--- src/rtl/alu_pkg.sv ---
// rtl/alu_pkg.sv - shared widths, status-register indices/ops and FIFO state encoding
package alu_pkg;

    localparam int DATA_W   = 20;
    localparam int SR_W     = 3;

    localparam int SR_CARRY = 0;
    localparam int SR_ZERO  = 1;
    localparam int SR_SIGN  = 2;

    localparam logic [1:0] SR_OP_NONE = 2'b00;
    localparam logic [1:0] SR_OP_LOAD = 2'b01;
    localparam logic [1:0] SR_OP_XOR  = 2'b10;
    localparam logic [1:0] SR_OP_RSVD = 2'b11;

    typedef enum logic [1:0] {
        FIFO_EMPTY = 2'd0,
        FIFO_ONE   = 2'd1,
        FIFO_FULL  = 2'd2
    } fifo_state_e;

    function automatic logic [SR_W-1:0] sr_merge(input logic [SR_W-1:0] cur,
                                                 input logic [SR_W-1:0] flags,
                                                 input logic [SR_W-1:0] mask);
        return (cur & ~mask) | (flags & mask);
    endfunction

endpackage

--- src/rtl/wb_fifo.sv ---
// rtl/wb_fifo.sv - 2-entry in-order writeback FIFO; tail view built only with WB_BYPASS_EN
module wb_fifo
    import alu_pkg::*;
#(
    parameter int ADDR_W = 4,
    parameter int DATA_W = alu_pkg::DATA_W
) (
    input  logic              clk,
    input  logic              rst_n,
    input  logic              in_valid_i,
    output logic              in_ready_o,
    input  logic [ADDR_W-1:0] in_addr_i,
    input  logic [DATA_W-1:0] in_data_i,
    output logic              out_valid_o,
    input  logic              out_ready_i,
    output logic [ADDR_W-1:0] out_addr_o,
    output logic [DATA_W-1:0] out_data_o,
    output logic              tail_valid_o,
    output logic [ADDR_W-1:0] tail_addr_o,
    output logic [DATA_W-1:0] tail_data_o
);

    localparam int ENT_W = ADDR_W + DATA_W;

    fifo_state_e      state_q, state_d;
    logic             ready_q, ready_d;
    logic [ENT_W-1:0] slot0_q, slot0_d;
    logic [ENT_W-1:0] slot1_q, slot1_d;
    logic [ENT_W-1:0] in_entry;
    logic             push, pop;

    assign in_entry = {in_addr_i, in_data_i};
    assign push     = in_valid_i & ready_q;
    assign pop      = (state_q != FIFO_EMPTY) & out_ready_i;

    // slot0 is always the head; slot1 holds the younger entry only when FULL
    always_comb begin
        state_d = state_q;
        slot0_d = slot0_q;
        slot1_d = slot1_q;
        case (state_q)
            FIFO_EMPTY: begin
                if (push) begin
                    state_d = FIFO_ONE;
                    slot0_d = in_entry;
                end
            end
            FIFO_ONE: begin
                if (push && pop) begin
                    slot0_d = in_entry;
                end else if (push) begin
                    state_d = FIFO_FULL;
                    slot1_d = in_entry;
                end else if (pop) begin
                    state_d = FIFO_EMPTY;
                end
            end
            FIFO_FULL: begin
                if (pop) begin
                    state_d = FIFO_ONE;
                    slot0_d = slot1_q;
                end
            end
            default: state_d = FIFO_EMPTY;
        endcase
        ready_d = (state_d != FIFO_FULL);
    end

    always_ff @(posedge clk or negedge rst_n) begin
        if (!rst_n) begin
            state_q <= FIFO_EMPTY;
            ready_q <= 1'b0;
            slot0_q <= '0;
            slot1_q <= '0;
        end else begin
            state_q <= state_d;
            ready_q <= ready_d;
            slot0_q <= slot0_d;
            slot1_q <= slot1_d;
        end
    end

    assign in_ready_o  = ready_q;
    assign out_valid_o = (state_q != FIFO_EMPTY);
    assign out_addr_o  = slot0_q[DATA_W +: ADDR_W];
    assign out_data_o  = slot0_q[DATA_W-1:0];

`ifdef WB_BYPASS_EN
    logic [ENT_W-1:0] tail;
    assign tail         = (state_q == FIFO_FULL) ? slot1_q : slot0_q;
    assign tail_valid_o = (state_q != FIFO_EMPTY);
    assign tail_addr_o  = tail[DATA_W +: ADDR_W];
    assign tail_data_o  = tail[DATA_W-1:0];
`else
    assign tail_valid_o = 1'b0;
    assign tail_addr_o  = '0;
    assign tail_data_o  = '0;
`endif

endmodule

--- src/rtl/alu_writeback.sv ---
// rtl/alu_writeback.sv - ALU writeback: status register plus buffered RF write; forwarding via WB_BYPASS_EN
module alu_writeback
    import alu_pkg::*;
#(
    parameter int ADDR_W = 4,
    parameter int DATA_W = alu_pkg::DATA_W
) (
    input  logic              clk,
    input  logic              rst_n,
    input  logic              in_valid,
    output logic              in_ready,
    input  logic [DATA_W-1:0] in_result,
    input  logic              in_wr_en,
    input  logic [ADDR_W-1:0] in_dest,
    input  logic [SR_W-1:0]   in_flags,
    input  logic [SR_W-1:0]   in_flag_mask,
    input  logic [1:0]        in_sr_op,
    output logic              rf_we,
    output logic [ADDR_W-1:0] rf_addr,
    output logic [DATA_W-1:0] rf_wdata,
    input  logic              rf_ready,
    output logic [SR_W-1:0]   sr,
    output logic              fwd_valid,
    output logic [ADDR_W-1:0] fwd_addr,
    output logic [DATA_W-1:0] fwd_data
);

    logic            xfer;
    logic [SR_W-1:0] sr_q, sr_d;

    wb_fifo #(
        .ADDR_W (ADDR_W),
        .DATA_W (DATA_W)
    ) u_fifo (
        .clk          (clk),
        .rst_n        (rst_n),
        .in_valid_i   (in_valid & in_wr_en),
        .in_ready_o   (in_ready),
        .in_addr_i    (in_dest),
        .in_data_i    (in_result),
        .out_valid_o  (rf_we),
        .out_ready_i  (rf_ready),
        .out_addr_o   (rf_addr),
        .out_data_o   (rf_wdata),
        .tail_valid_o (fwd_valid),
        .tail_addr_o  (fwd_addr),
        .tail_data_o  (fwd_data)
    );

    // sr follows every accepted result, even ones that never reach the register file
    assign xfer = in_valid & in_ready;

    always_comb begin
        sr_d = sr_q;
        if (xfer) begin
            case (in_sr_op)
                SR_OP_LOAD: sr_d = in_result[SR_W-1:0];
                SR_OP_XOR:  sr_d = sr_q ^ in_result[SR_W-1:0];
                default:    sr_d = sr_merge(sr_q, in_flags, in_flag_mask);
            endcase
        end
    end

    always_ff @(posedge clk or negedge rst_n) begin
        if (!rst_n) begin
            sr_q <= '0;
        end else begin
            sr_q <= sr_d;
        end
    end

    assign sr = sr_q;

endmodule

--- config.mk ---
export PLATFORM = sky130hd
export DESIGN_NAME = alu_writeback
export DESIGN_NICKNAME = d
export VERILOG_FILES = /design/src/rtl/alu_pkg.sv /design/src/rtl/wb_fifo.sv /design/src/rtl/alu_writeback.sv
export SDC_FILE = /design/constraint.sdc
export NUM_CORES = 1
export LEC_CHECK = 0
export ABC_AREA = 1
export ABC_CLOCK_PERIOD_IN_PS = 3000
export BUFFER_PORTS_ARGS = -buffer_cell sky130_fd_sc_hd__buf_2
export CELL_PAD_IN_SITES_DETAIL_PLACEMENT = 0
export CELL_PAD_IN_SITES_GLOBAL_PLACEMENT = 1
export CORE_MARGIN = 4
export CORE_UTILIZATION = 30
export CTS_CLUSTER_SIZE = 14
export DETAILED_ROUTE_END_ITERATION = 8
export PLACE_DENSITY = 0.76
export SLEW_MARGIN = 30
export SYNTH_ARGS = -nofsm -noshare
export SYNTH_HDL_FRONTEND = slang
export SYNTH_HIERARCHICAL = 1
export SYNTH_SLANG_ARGS = --single-unit
--- constraint.sdc ---
create_clock -name clk -period 3 [get_ports clk]
set_input_delay 0.15 -clock clk [delete_from_list [all_inputs] [get_ports clk]]
set_output_delay 0.15 -clock clk [all_outputs]
set_load 0.02 [all_outputs]
=== Word level (Yosys, flattened, before mapping) ===
Cells that the tools add are included.

* Bits in read-only memories: 0
* Bits in registers: 54
* Bits of input ports: 37
* Bits in latches: 0
* Bits in writable memories: 0
* Memories: 0

* Bitwise gates (word level): 10
* Magnitude comparators: 0
* Div/mod/pow operators: 0
* Equal/unequal tests: 8
* Multiplexer cells: 11
* Shifts and indexed selects: 0
* Reduce and logical (&&, ||, !) cells: 6
* Multipliers: 0
* Add/subtract/negate cells: 0

{| class="wikitable"
|+ Operator list
! kind !! number
|-
| 2-to-1 mux 24 bit || 3
|-
| case mux 24 bit (3 select lines) || 1
|-
| 2-to-1 mux 2 bit || 5
|-
| bitwise AND 3 bit || 2
|-
| != test 2 x 1 -> 1 bit, second input constant || 3
|-
| case mux 2 bit (3 select lines) || 1
|-
| case mux 3 bit (2 select lines) || 1
|-
| bitwise AND 1 bit || 4
|-
| == test 2 x 1 -> 1 bit, second input constant || 2
|-
| == test 2 bit, second input constant || 2
|-
| AND reduction 4 bit || 1
|-
| NOT 3 bit || 1
|-
| bitwise OR 3 bit || 1
|-
| AND reduction 3 bit || 1
|-
| nonzero test 3 bit || 1
|-
| bitwise XOR 3 bit || 1
|-
| logical NOT 2 bit || 1
|-
| != test 2 bit, second input constant || 1
|-
| nonzero test 2 bit || 1
|-
| logical AND 1 bit || 1
|-
| NOT 1 bit || 1
|}

=== Depth between registers and ports, before layout ===
Gate-level depths: netlist (run 1).

* Word-level depth: 7
* Depth in mapped cells: 8

=== Cells and area by module ===
The synthesis (run 1) kept the hierarchy.

{| class="wikitable"
|+ Modules (own cells, without submodules)
! module !! seq. area each (sq um) !! area an instance (sq um) !! cells an instance !! instances
|-
| wb_fifo || 1,276.2 || 2,692.6 || 329 || 1
|-
| alu_writeback || 75.1 || 319.1 || 58 || 1
|}

=== Worst setup path after synthesis (run 1) ===
Ideal clock, no wire load.

* Path type: reg2reg
* Start point: register u_fifo.ready_q, in the netlist u_fifo/in_ready_o
* End point: register u_fifo.slot1_q[10]
* Stages on the path, launching flop included: 7
* Arrival: 1,155 ps
* Path slack: 1,729 ps
* Clock period less this slack: 1,271 ps
* Required time: 2,884 ps
* Path through: dfrtp_1 > nand2_1 > nor2_4 > nand2_2 > buf_6 > nand2_1 > nand2_1

* Longest elaborated chain between the ends: 4

{| class="wikitable"
|+ Ends and longest elaborated chain
! item !! RTL line !! source
|-
| start, declared || wb_fifo.sv:26 || <nowiki>logic ready_q, ready_d;</nowiki>
|-
| start signal, assigned || wb_fifo.sv:77 || <nowiki>ready_q <= ready_d;</nowiki>
|-
| bitwise AND 1 bit (*) || wb_fifo.sv:33 || <nowiki>assign push = in_valid_i & ready_q;</nowiki>
|-
| logical AND 1 bit || wb_fifo.sv:49 || <nowiki>if (push && pop) begin</nowiki>
|-
| NOT 1 bit (no line) || n/a ||
|-
| AND reduction 3 bit (no line) (*) || n/a ||
|-
| end signal, assigned || wb_fifo.sv:79 || <nowiki>slot1_q <= slot1_d;</nowiki>
|-
| end, declared || wb_fifo.sv:28 || <nowiki>logic [ENT_W-1:0] slot1_q, slot1_d;</nowiki>
|}

Every way passes the cells marked *; elsewhere a longest branch is shown, timed or not.
A chain may end at the register's enable or synchronous reset.

=== Final worst setup path (run 1) ===
* Start point: register u_fifo.state_q[1]
* End point: register u_fifo.slot1_q[17]

* Longest elaborated chain between the ends: 5
* Elaborated cells on any way between the ends: 6
* Classes of those cells: 1 x eq/ne; 2 x bitwise; 3 x reduce/logical

{| class="wikitable"
|+ Ends and longest elaborated chain
! item !! RTL line !! source
|-
| start, declared || wb_fifo.sv:25 || <nowiki>fifo_state_e state_q, state_d;</nowiki>
|-
| start signal, assigned || wb_fifo.sv:76 || <nowiki>state_q <= state_d;</nowiki>
|-
| nonzero test 2 bit || wb_fifo.sv:34 || <nowiki>assign pop = (state_q != FIFO_EMPTY) & out_ready_i;</nowiki>
|-
| bitwise AND 1 bit || wb_fifo.sv:34 ||
|-
| logical AND 1 bit || wb_fifo.sv:49 ||
|-
| NOT 1 bit (no line) || n/a ||
|-
| AND reduction 3 bit (no line) (*) || n/a ||
|}

Marked as above.

==> results of run 1 <==
==> layout make-up <==
type	count	area, um^2
Fill cell	1057	6414
Sequential cell	54	1351
Multi-Input combinational cell	298	1329
Timing Repair Buffer	69	360.3
Tap cell	133	166.4
Clock buffer	5	68.82
Inverter	14	60.06
Clock inverter	3	25.02
==> cell usage after synthesis <==
cell     number
nand2_8       2
a21oi_1       7
nand2_4       3
buf_12        2
ha_1          2
buf_4        30
nor2_4        2
conb_1        1
dfrtp_1      54
inv_4         1
nand3_1      72
inv_1        12
nand3_4       1
nand2_2       2
nor2_1        9
buf_2         8
inv_6         1
buf_6         5
nand2_1     171
nand4_1       1
nor2_2        1
==> state kept, by name, summed over array words and instances (netlist names), named ones only <==
name and cells:
u_fifo/in_ready_o 1, u_fifo/slot0_q 24, u_fifo/slot1_q 24, u_fifo/state_q 2
==> metal layers <==
metal / wire length (um) / share of wire
met1: 3424 / 0.46
met2: 3589 / 0.48
met4: 27 / 0.0036
met3: 421 / 0.056
met5: 0 / 0
==> cell families after synthesis <==
family                   after synthesis
other                                  1
flip-flops                            54
AND/OR/NAND/NOR                      264
AO/OA/AOI/OAI                          7
adder cells (fa/ha/maj)                2
buffers and inverters                 59
==> power by group through the flow <==
stage               registers [mW]  clock network (mW)  logic (mW)
floorplan                     1.17                   0       0.373
global placement              1.07                   0       0.640
detailed placement            1.08                   0       0.654
CTS                           1.06               0.445       0.656
global route                  1.09               0.484       0.729
finish                        1.06               0.425       0.644
==> stage by stage <==
step           instance area (um^2)  hold WS, ns  setup WS, ns
2_1_floorplan                  3102      -0.1456         1.729
3_3_place_gp                   3254       0.3804        0.9985
3_5_place_dp                   3257       0.2013        0.9519
4_1_cts                        3361      0.07038        0.9337
5_1_grt                        3361      0.07352        0.7841
6_report                       3361      0.08171        0.9437
==> worst paths after layout <==
path,startpoint,endpoint,slack [ns]
max,u_fifo/state_q[1],u_fifo/slot1_q[17],0.94
min,in_result[7],u_fifo/slot1_q[7],0.08
max reg2reg,u_fifo/state_q[1],u_fifo/slot1_q[17],0.94
min reg2reg,u_fifo/slot1_q[3],u_fifo/slot1_q[3],0.48
max in group asynchronous,rst_n,u_fifo/slot1_q[0],2.05
min in group asynchronous,rst_n,u_fifo/slot0_q[18],0.37
==> worst max-delay path, stage by stage, from the launching register on <==
cell     delay, ns
dfrtp_1       0.66
buf_4         0.32
nor2_4        0.10
buf_4         0.28
nand2_2       0.35
nand2_1       0.17
nand2_1       0.07
==> flow_metrics.tcl, run 1 <==
set metrics [dict create \
    status "completed" \
    drc 0 \
    syn_inst 387 \
    io_pins 91 \
    die_h_um 108.2 \
    gp_congestion 0.7698 \
    n_antenna_cell 0 \
    grt_pass1_vias 2367 \
    layout_min_cycle_time_ns 2.056 \
    layout.nets 481 \
    setup_viol_count_final 0 \
    first_iter_violations 104 \
    ant_nets 0 \
    endpoint_kind "flop" \
    p_sw_mw 0.8169 \
    synth-adder-area-share 0.008309 \
    drive_above_1_share 0.2009 \
    syn_to_final_growth_pct 11.59 \
    vias 2508 \
    synth_mux_area_frac 0 \
    cts_tree "done" \
    p_per_area_nw_per_um2 634.0 \
    p_leak_nw 1.913 \
    yosys.area.top_type "dfrtp_1" \
    dp_hpwl_um 5234 \
    synth-compound-area-share 0.01163 \
    crit_type "flop to flop" \
    track_usage 0.1319 \
    cts_hold_buf 1 \
    wl_um 7462 \
    placeableCoreArea_um2 9774 \
    cts_resized 0 \
    first_pass_iters 4 \
    ys_ff_latch 54 \
    grt_max_degree 45 \
    clk_latency_ns 0.31 \
    final_util 0.3438 \
    die_w_um 108.2 \
    crit_arrival_ns 2.26 \
    slew-limit-headroom 0.5171 \
    critPathLaunchType "flop" \
    mostFrequentLayoutCells "nand2_1 (171), nand3_1 (72), buf_2 (64)" \
    rsz0062_at_grt "no" \
    grt.busiest_layer "met2" \
    dieArea_um2 11710 \
    cts_buffer_depth 2 \
    cp.required_ns 3.21 \
    viasPerCell 4.354 \
    finalSetupTns_ns 0 \
    synthDominantCellAreaShare 0.4487 \
    numPlacedInstances 567 \
    row_count 36 \
    seqPwrFrac 0.498 \
    p_sw_frac 0.3834 \
    finalCritPeriodShare 0.6854 \
    syn_area_per_cell_um2 7.782 \
    ctsHtreeMaxLevel 2 \
    start_util 0.3081 \
    fmax_mhz 486.3 \
    hold_depth 3 \
    synth_simple_gate_area_frac 0.3901 \
    ys_seq_area_frac 0.4487 \
    synth-xor-area-share 0 \
    ff2ff_path_depth 6 \
    worst_pin_slew_ns 0.7244 \
    instances_no_fill 576 \
    grt_pass1_wl_um 12090 \
    cts_sinks 54 \
    port_buffers 65 \
    root_buffer "clkbuf_8" \
    overflow 0 \
    total_power_mw 2.131 \
    mostFrequentLayoutCell "nand2_1" \
    ir_drop_v 0.0002324 \
    hold_viol 0 \
    met2_usage 0.2123 \
    synth_top_family_by_area "simple AND/OR/NAND/NOR gates" \
    grtUsageMet3 0.02328 \
    cts.clk_slew.worst_paths_ns 0.11 \
    cts_setup_buffers 0 \
    netlist_area_um2 3012 \
    synth_area_leaders "dfrtp_1 (45%), nand2_1 (21%), nand3_1 (12%), buf_4 (7.5%), buf_6 (1.9%)" \
    use_met1 0.1819 \
    avgRoutedWirePerCell_um 12.95 \
    synth.distinct_cells 21 \
    p_int_mw 1.314 \
    drv_cap 0 \
    numCtsBuffers 5 \
    slew_violations 0 \
    hold_class "primary input to flop" \
    finClkSkew_ns 0.01043 \
    antenna_found_initial 0 \
    p_clk_frac 0.199 \
    synth.yosys.warnings 6 \
    cp_max_fo 25 \
    comb_power_share 0.302 \
]
Note: power is estimated with default switching activity, not from simulation.
==> inputs of run 2 (changes only) <==
--- a/config.mk
+++ b/config.mk
@@ -5,8 +5,8 @@
 export SDC_FILE = /design/constraint.sdc
 export NUM_CORES = 1
 export LEC_CHECK = 0
-export ABC_AREA = 1
-export ABC_CLOCK_PERIOD_IN_PS = 3000
+export ABC_AREA = 0
+export ABC_CLOCK_PERIOD_IN_PS = 1700
 export BUFFER_PORTS_ARGS = -buffer_cell sky130_fd_sc_hd__buf_2
 export CELL_PAD_IN_SITES_DETAIL_PLACEMENT = 0
 export CELL_PAD_IN_SITES_GLOBAL_PLACEMENT = 1
==> constraint.sdc (replaced) <==
create_clock -name clk -period 1.7 [get_ports clk]
set_input_delay 0.085 -clock clk [delete_from_list [all_inputs] [get_ports clk]]
set_output_delay 0.085 -clock clk [all_outputs]
set_load 0.02 [all_outputs]
==> run 2 against run 1 <==
Power increased by 89%. Routed wire length fell by 25%. Count of clock-buffer cells in the layout up 2. Largest cell class unchanged.
==> flow_metrics.tcl, run 2 <==
set metrics [dict create \
    hold_start "in_dest[0]" \
    crit_slowest_cell "dfrtp_1" \
    cp-startpoint "u_fifo/state_q[1]" \
    layout_min_cycle_time_ns 1.509 \
    cts_setup_buffers 0 \
    p_leak_nw 1.389 \
    crit_chain "nand3b_4, nor3b_4, buf_12, mux2_2" \
    die_h_um 101.5 \
    setup_viol_count_final 0 \
    synthDominantCellAreaShare 0.5153 \
    synth-edff-count 0 \
    synth.distinct_cells 37 \
    grt_pass1_vias 1956 \
    drc 0 \
    cp.required_ns 1.89 \
    cts_tree "done" \
    wl_um 5593 \
    dieArea_um2 10300 \
    die_w_um 101.5 \
    track_usage 0.1118 \
    start_util 0.3144 \
    synthArstFlopShare 1.000 \
    port_buffers 65 \
    status "completed" \
    drive_above_1_share 0.4071 \
    grt_pass1_wl_um 9156 \
    row_count 33 \
    syn_inst 208 \
    ys_seq_area_frac 0.5153 \
    finalCritPeriodShare 0.8878 \
    netlist_area_um2 2623 \
    crit_arrival_ns 1.70 \
    max_stage_delay_ns 0.44 \
    cts.clk_slew.worst_paths_ns 0.09 \
    yosys.area.top_type "dfrtp_1" \
    n_antenna_cell 0 \
    fmax_mhz 662.6 \
    clk_latency_ns 0.30 \
    critPathLaunchType "flop" \
    grt_max_degree 55 \
    cp_max_fo 24 \
    avgRoutedWirePerCell_um 14.53 \
    mostFrequentLayoutCells "buf_2 (65), dfrtp_1 (54), o32a_1 (25), conb_1 (25)" \
    first_pass_iters 4 \
    finClkSkew_ns 0.003916 \
    crit_type "flop to flop" \
    rsz0062_at_grt "no" \
    finalSetupTns_ns 0 \
    first_iter_violations 32 \
    syn_area_per_cell_um2 12.61 \
    synthFlopType "dfrtp_1" \
    ctsHtreeMaxLevel 2 \
    instances_no_fill 385 \
    io_pins 91 \
    syn_to_final_growth_pct 19.08 \
    antenna_found_initial 0 \
    synth_common_cells "dfrtp_1 (54), buf_4 (25), o32a_1 (25)" \
    layout.nets 318 \
    cts_buffer_depth 2 \
    numPlacedInstances 376 \
    hold_viol 0 \
    numCtsBuffers 5 \
    gp_congestion 0.7536 \
    reg2reg_from "u_fifo/state_q[1]" \
    synth_area_leaders "dfrtp_1 (52%), mux2_2 (10%), o32a_1 (9.5%), buf_4 (7.2%), o21a_1 (6.9%)" \
    mostFrequentLayoutCell "buf_2" \
    yosysMostFrequentCell "dfrtp_1" \
    cts_sinks 54 \
    placeableCoreArea_um2 8341 \
    ant_nets 0 \
    dp_hpwl_um 4156 \
    ys_ff_latch 54 \
    viasPerCell 4.675 \
    overflow 0 \
    endpoint_kind "flop" \
    p_per_area_nw_per_um2 1287 \
    reg_top3 "u_fifo/slot0_q: 24 flops, u_fifo/slot1_q: 24 flops, u_fifo/state_q: 2 flops" \
    slew_violations 0 \
    final_util 0.3744 \
    synth.yosys.warnings 6 \
    root_buffer "clkbuf_8" \
    drv_cap 0 \
    vias 1800 \
    hold_class "primary input to flop" \
    ir_drop_v 0.0006363 \
]
==> run 2: cell types whose count changed in the layout (fill, tap and decap cells not counted), moves of 3 or more <==
cell,before,now
nand2_1,171,3
nand3_1,72,0
o32a_1,0,25
mux2_2,0,24
o21a_1,0,24
nor2_1,9,1
inv_1,12,5
buf_4,4,8
a21oi_1,7,4
nand2_4,3,0
nand2b_1,0,3
==> run 2: cells by family (layout without fill, tap and decap cells) <==
group	after synthesis	after routing	synth area share
AND/OR/NAND/NOR	17	17	0.04915
other	1	25	0.001430
multiplexers	25	25	0.1069
XOR/XNOR	2	2	0.006681
flip-flops	54	54	0.5153
buffers and inverters	41	89	0.1026
adder cells (fa/ha/maj)	2	2	0.009540
AO/OA/AOI/OAI	66	66	0.2085
==> run 2: worst paths after layout <==
kind,to,slack (ns),cells after the start
worst max-delay path,u_fifo/slot1_q[9],0.19,4
worst min-delay path,u_fifo/slot1_q[20],0.03,2
worst max register to register,u_fifo/slot1_q[9],0.19,4
worst min register to register,u_fifo/slot0_q[18],0.49,1
max in group asynchronous,u_fifo/slot0_q[14],1.16,3
min in group asynchronous,u_fifo/slot0_q[6],0.30,3
==> run 2: power by group <==
group,switching (mW),leakage (nW),internal [mW]
clock network,0.394,0.0482,0.330
registers,0.254,0.627,1.74
logic,0.679,0.714,0.621
==> run 2: worst max-delay path: cells and delay by family, from the launching register on <==
family	cells	cell delay [ns]
buffers and inverters	1	0.21
DFF	1	0.44
and+or+nand+nor	2	0.40
muxes	1	0.36
==> run 2: area by class of cell <==
class                   instances  area [um^2]
clock buffers                   7        86.33
clock inverters                 1        5.005
fillers                       864         5218
inverters                       5        18.77
multi-input cells             137         1095
flip-flops and latches         54         1351
well taps                     105        131.4
repair buffers                 76        435.4
==> run 2: stage by stage <==
stage | area (um^2) | hold WS [ns] | worst slack [ns] | power (mW)
finish | 3123 | 0.03050 | 0.1907 | 4.020
global route | 3123 | 0.02161 | 0.1083 | 4.287
CTS | 3123 | 0.01658 | 0.1879 | 4.090
detailed placement | 3022 | 0.1097 | 0.1895 | 3.346
global placement | 3022 | 0.09955 | 0.2297 | 3.283
floorplan | 2713 | -0.2106 | 0.006436 | 2.919
==> run 2: timing repair <==
item                                   in CTS  in global routing
hold buffers                                1                  0
gates resized for setup                     0                  0
endpoints found under the hold margin      54                  0
==> run 2: routing by layer <==
layer	track usage	vias up	part of all wire
li1	-	863	-
met1	0.1379	886	0.43
met2	0.1952	45	0.51
met3	0.02342	6	0.043
met4	0.03579	0	0.011
met5	0	-	0
